--- src/rtl/arpeggiator.sv ---
// Arpeggiator: turns a set of held keys into a sequence of single notes.
//
// Ports:
//   CLK         - system clock, all state updates on the rising edge
//   RESET       - asynchronous active-high reset
//   key0..key7  - key-held flags (key0 lowest note, key7 highest)
//   Enable      - 1 = arpeggiate, 0 = pass keys straight through
//   PingPongEn  - 1 = up/down bounce, 0 = upward wrap
//   countermax  - note-hold length; each note lasts countermax+1 cycles
//   out0..out7  - note-on flags to the voice stage
//
// Curr_State holds the index of the sounding key (0..7) or IDLE (8).
module arpeggiator (
  input  logic        CLK,
  input  logic        RESET,
  input  logic        key0,
  input  logic        key1,
  input  logic        key2,
  input  logic        key3,
  input  logic        key4,
  input  logic        key5,
  input  logic        key6,
  input  logic        key7,
  input  logic        Enable,
  input  logic        PingPongEn,
  input  logic [15:0] countermax,
  output logic        out0,
  output logic        out1,
  output logic        out2,
  output logic        out3,
  output logic        out4,
  output logic        out5,
  output logic        out6,
  output logic        out7
);

  localparam logic [3:0] NOTE0 = 4'd0;
  localparam logic [3:0] IDLE  = 4'd8;

  logic on0, on1, on2, on3, on4, on5, on6, on7;
  logic [7:0]  keys;
  logic [3:0]  Curr_State, Next_State;
  logic [15:0] counter, counter_next;
  logic        dir, dir_next;

  logic [2:0] n;
  logic       any_held;
  logic       up_found, dn_found;
  logic [2:0] up_idx, dn_idx, lo_idx;
  logic [7:0] out_vec;

  assign on0 = key0;
  assign on1 = key1;
  assign on2 = key2;
  assign on3 = key3;
  assign on4 = key4;
  assign on5 = key5;
  assign on6 = key6;
  assign on7 = key7;
  assign keys = {on7, on6, on5, on4, on3, on2, on1, on0};

  assign n        = Curr_State[2:0];
  assign any_held = |keys;

  // Nearest held key above n, nearest below n, and lowest held key overall.
  // Scan order makes the last hit the nearest one.
  always_comb begin
    up_found = 1'b0;
    up_idx   = 3'd0;
    dn_found = 1'b0;
    dn_idx   = 3'd0;
    lo_idx   = 3'd0;
    for (int i = 7; i >= 0; i--) begin
      if (keys[i] && (i > int'(n))) begin
        up_found = 1'b1;
        up_idx   = 3'(i);
      end
      if (keys[i]) begin
        lo_idx = 3'(i);
      end
    end
    for (int i = 0; i < 8; i++) begin
      if (keys[i] && (i < int'(n))) begin
        dn_found = 1'b1;
        dn_idx   = 3'(i);
      end
    end
  end

  always_comb begin
    Next_State   = Curr_State;
    counter_next = counter;
    dir_next     = dir;
    if (!Enable) begin
      Next_State   = IDLE;
      counter_next = 16'd0;
      dir_next     = 1'b0;
    end else if (Curr_State[3]) begin
      // IDLE (and any unused encoding): start from the lowest held key.
      if (any_held) begin
        Next_State   = {1'b0, lo_idx};
        counter_next = 16'd0;
        dir_next     = 1'b0;
      end
    end else if (keys[n] && (counter < countermax)) begin
      counter_next = counter + 16'd1;
    end else begin
      // Advance: note expired or the sounding key was released.
      counter_next = 16'd0;
      if (!any_held) begin
        Next_State = IDLE;
        dir_next   = 1'b0;
      end else if (!PingPongEn) begin
        dir_next = 1'b0;
        // With nothing above n, wrap to the lowest held key (may be n itself).
        Next_State = {1'b0, (up_found ? up_idx : lo_idx)};
      end else if (!dir) begin
        if (up_found) begin
          Next_State = {1'b0, up_idx};
        end else if (dn_found) begin
          Next_State = {1'b0, dn_idx};
          dir_next   = 1'b1;
        end
      end else begin
        if (dn_found) begin
          Next_State = {1'b0, dn_idx};
        end else if (up_found) begin
          Next_State = {1'b0, up_idx};
          dir_next   = 1'b0;
        end
      end
    end
  end

  always_ff @(posedge CLK or posedge RESET) begin
    if (RESET) begin
      Curr_State <= IDLE;
      counter    <= 16'd0;
      dir        <= 1'b0;
    end else begin
      Curr_State <= Next_State;
      counter    <= counter_next;
      dir        <= dir_next;
    end
  end

  always_comb begin
    out_vec = 8'd0;
    if (!Enable) begin
      out_vec = keys;
    end else if (!Curr_State[3]) begin
      out_vec[Curr_State[2:0]] = 1'b1;
    end
  end

  assign {out7, out6, out5, out4, out3, out2, out1, out0} = out_vec;

  // NOTE0 documents the note encoding base; state values are the key index.
  logic unused_note0;
  assign unused_note0 = ^NOTE0;

endmodule

--- config.mk ---
export PLATFORM = sky130hd
export DESIGN_NAME = arpeggiator
export DESIGN_NICKNAME = d
export VERILOG_FILES = /design/src/rtl/arpeggiator.sv
export SDC_FILE = /design/constraint.sdc
export NUM_CORES = 1
export LEC_CHECK = 0
export ABC_CLOCK_PERIOD_IN_PS = 2900
export BUFFER_PORTS_ARGS = -buffer_cell sky130_fd_sc_hd__buf_2
export CORE_ASPECT_RATIO = 1.5
export CORE_MARGIN = 4
export CORE_UTILIZATION = 57
export CTS_CLUSTER_SIZE = 8
export DETAILED_ROUTE_END_ITERATION = 12
export GPL_ROUTABILITY_DRIVEN = 1
export PLACE_DENSITY = 0.78
export SYNTH_ARGS = -nofsm -noshare
export SYNTH_HDL_FRONTEND = slang
export SYNTH_SLANG_ARGS = --single-unit
--- constraint.sdc ---
create_clock -name CLK -period 2.9 [get_ports CLK]
set_input_delay 0.58 -clock CLK [delete_from_list [all_inputs] [get_ports CLK]]
set_output_delay 0.58 -clock CLK [all_outputs]
set_load 0.01 [all_outputs]
==> flow_metrics.tcl <==
set metrics [dict create \
    status "finished, final reports clean" \
    tightest_slew_ns 0.807 \
    busiest_layer "met2" \
    grt_setup_unrepaired "false" \
    synth_seq_cells 21 \
    p_leak_nw 1.14 \
    clock_power_share_pct 25.5 \
    yosysSeqAreaShare_pct 24.2 \
    fmax_mhz 411 \
    seq_area_um2 527 \
    synth-async-reset-ratio_pct 100 \
    num_rows 27 \
    drive_gt1_share_pct 17.7 \
    ctsHoldBuffers 0 \
    gp_congestion 0.940 \
    clock_latency_ns 0.26 \
    cp.arrival_ns 2.56 \
    die_x_um 58.4 \
    cts_tree "built" \
    holdWs_ns 0.460 \
    die_y_um 83.6 \
    layout.nets 362 \
    p_sw_share_pct 34.4 \
    relSlewSlack_pct 46.1 \
    synth_fp_nets 333 \
    numCtsBuffers 3 \
    finClkSkew_ns 0.00253 \
    drt_pass1_iterations 5 \
    hold_violations 0 \
    root_buffer "clkbuf_8" \
    combPwrFrac_pct 34.2 \
    wl_per_cell_um 15.2 \
    hpwlAfterDp_mm 4.34 \
    clk_pin_slew_ns 0.08 \
    htree_levels 1 \
    num-fill-cells 355 \
    synth_cells 289 \
    syn_area_um2 2170 \
    start_util_pct 59.1 \
    clock-sinks 21 \
    worst-path-max-fanout 10 \
    met1_usage_pct 27.0 \
    core_area_um2 3680 \
    grt_pass1_vias 2135 \
    die-area_um2 4890 \
    crit_type "flip-flop to flip-flop" \
    drc 0 \
    crit_required_ns 3.03 \
    powerDensity_nw_per_um2 319 \
    grt_antenna_before_repair 0 \
    drv_cap 0 \
    synth-edff-count 0 \
    ys_types 65 \
    viasPerCell 6.19 \
    io_buffers 35 \
    setup_violations 0 \
    area_delta_synth_final_pct 11.0 \
    synth_flop_cell "dfrtp_1" \
    multi_input_area_um2 1470 \
    grt-ovfl-total 0 \
    routed_wl_mm 5.47 \
    cts_resized 0 \
    fin_crit_ns 2.43 \
    vias 2228 \
    grt_usage_pct 23.2 \
    internal_power_mw 0.505 \
    hp-class "input pin to asynchronous set/reset pin" \
    antenna_left 0 \
    cts_buffer_depth 2 \
    worst_ir_drop_vdd_v 0.000283 \
    p_seq_share_pct 40.4 \
    grt_pass1_wl_mm 9.22 \
    ys_warn_count 0 \
    antennaDiodeCount 0 \
    finalCritPeriodShare_pct 83.8 \
    p_switching_mw 0.265 \
    cts_setup_buffers 0 \
    slew_violations 0 \
    ios 36 \
    worstSetupStartpointType "flip-flop" \
    setup_tns_ns 0 \
    drtIter0Drc 82 \
    grt_util_met2_pct 42.8 \
    grt_max_degree 22 \
    avgSynthCellArea_um2 7.52 \
    use_met3_pct 1.08 \
    end_kind "flip-flop" \
]
-- area by class of cell --
cell class	count	area share, %
clock buffer	4	1.87
inverter	30	4.67
multi-input combinational	223	60.9
sequential	21	21.8
tap	43	2.23
timing repair buffer	39	8.50
-- final timing paths --
path / endpoint / cells after the start / startpoint / slack (ns)
setup / recovery: counter[11]$_DFFE_PP0P_ / 7 / counter[6]$_DFFE_PP0P_ / 0.47
hold / removal: counter[9]$_DFFE_PP0P_ / 2 / RESET / 0.46
setup reg to reg: counter[11]$_DFFE_PP0P_ / 7 / counter[6]$_DFFE_PP0P_ / 0.47
hold reg to reg: counter[0]$_DFFE_PP0P_ / 1 / counter[0]$_DFFE_PP0P_ / 0.55
max in group asynchronous: Curr_State[0]$_DFFE_PP0P_ / 2 / RESET / 1.94
min in group CLK: counter[0]$_DFFE_PP0P_ / 1 / counter[0]$_DFFE_PP0P_ / 0.55
-- worst max-delay path: stages (launching register included) --
cell	delay [ns]
dfrtp_1	0.46
ha_1	0.35
and3_1	0.18
a41oi_1	0.12
a21oi_1	0.32
nor2_1	0.18
nor2_1	0.56
nor2_1	0.12
-- per-stage QoR --
step | util (%) | power [mW] | instances | area [um2] | setup WS (ns)
floorplan | - | 0.501 | 289 | 2170 | 0.590
global placement | 64.3 | 0.575 | 356 | 2370 | 0.260
CTS | 65.5 | 0.774 | 360 | 2410 | 0.442
global route | 65.5 | 0.814 | 360 | 2410 | 0.138
finish | 65.5 | 0.770 | 360 | 2410 | 0.469
detailed placement | 64.3 | 0.577 | 356 | 2370 | 0.210
-- flip-flops by register name, summed over array words and instances, names as in the netlist --
signal      count
Curr_State      4
dir             1
counter        16
-- cells in the mapped netlist, types with 2 or more instances --
master    count  area share, %
and3_1        5            1.4
nand3_1      12            2.8
xnor2_1       4            1.6
nor2_1       28            4.8
a211o_1       2           0.81
nor3_1        5            1.2
o21a_1        2           0.69
o32ai_1       3            1.2
buf_1         2           0.35
a211oi_1      2           0.69
or2_2         2           0.58
a31oi_1       2           0.58
o211ai_1      3            1.0
a21o_1        3            1.0
a32oi_1       2           0.81
xor2_1        6            2.4
o311ai_0      2           0.81
nor2b_1       4            1.2
clkbuf_1      6            1.0
inv_1        30            5.2
a22o_1        2           0.81
nand2b_1      4            1.2
nand2_1      24            4.1
and2_1        2           0.58
buf_2         7            1.6
a21boi_0      2           0.69
dfrtp_1      20             23
ha_1         16            9.2
o21ai_0      21            4.8
nand4_1      10            2.9
or3b_2        2           0.81
a21oi_1      21            4.8
-- cells by family after synthesis --
logic type	synth area share (%)
muxes	2.01
xor gates and xnor gates	4.03
and+or+nand+nor	26.0
DFF	24.2
AOI/OAI and AO/OA	26.4
adders and majority gates	9.21
buffers and inverters	8.17
-- cell usage in the layout (no fill, tap or decap), types with 5 or more instances in the layout --
cell	n
nand4_1	10
and3_1	5
o21ai_0	21
ha_1	16
inv_1	30
nand3_1	12
xor2_1	6
buf_2	35
a21oi_1	21
nor3_1	5
nor2_1	28
dfrtp_1	20
nand2_1	24
-- power by group through the flow --
| stage | sequential, mW | combinational (mW) | clock (mW) |
|---|---|---|---|
| after floorplan | 0.313 | 0.188 | 0 |
| after global placement | 0.317 | 0.258 | 0 |
| after detailed placement | 0.316 | 0.261 | 0 |
| after CTS | 0.311 | 0.262 | 0.201 |
| after global routing | 0.312 | 0.294 | 0.208 |
| final | 0.311 | 0.263 | 0.196 |
-- per-layer routing --
metal	up-vias	wire length [um]
li1	1094	-
met1	1042	2130
met2	79	2940
met3	13	254
met4	0	148
met5	-	0
Note: power is estimated with default switching activity, not from simulation.
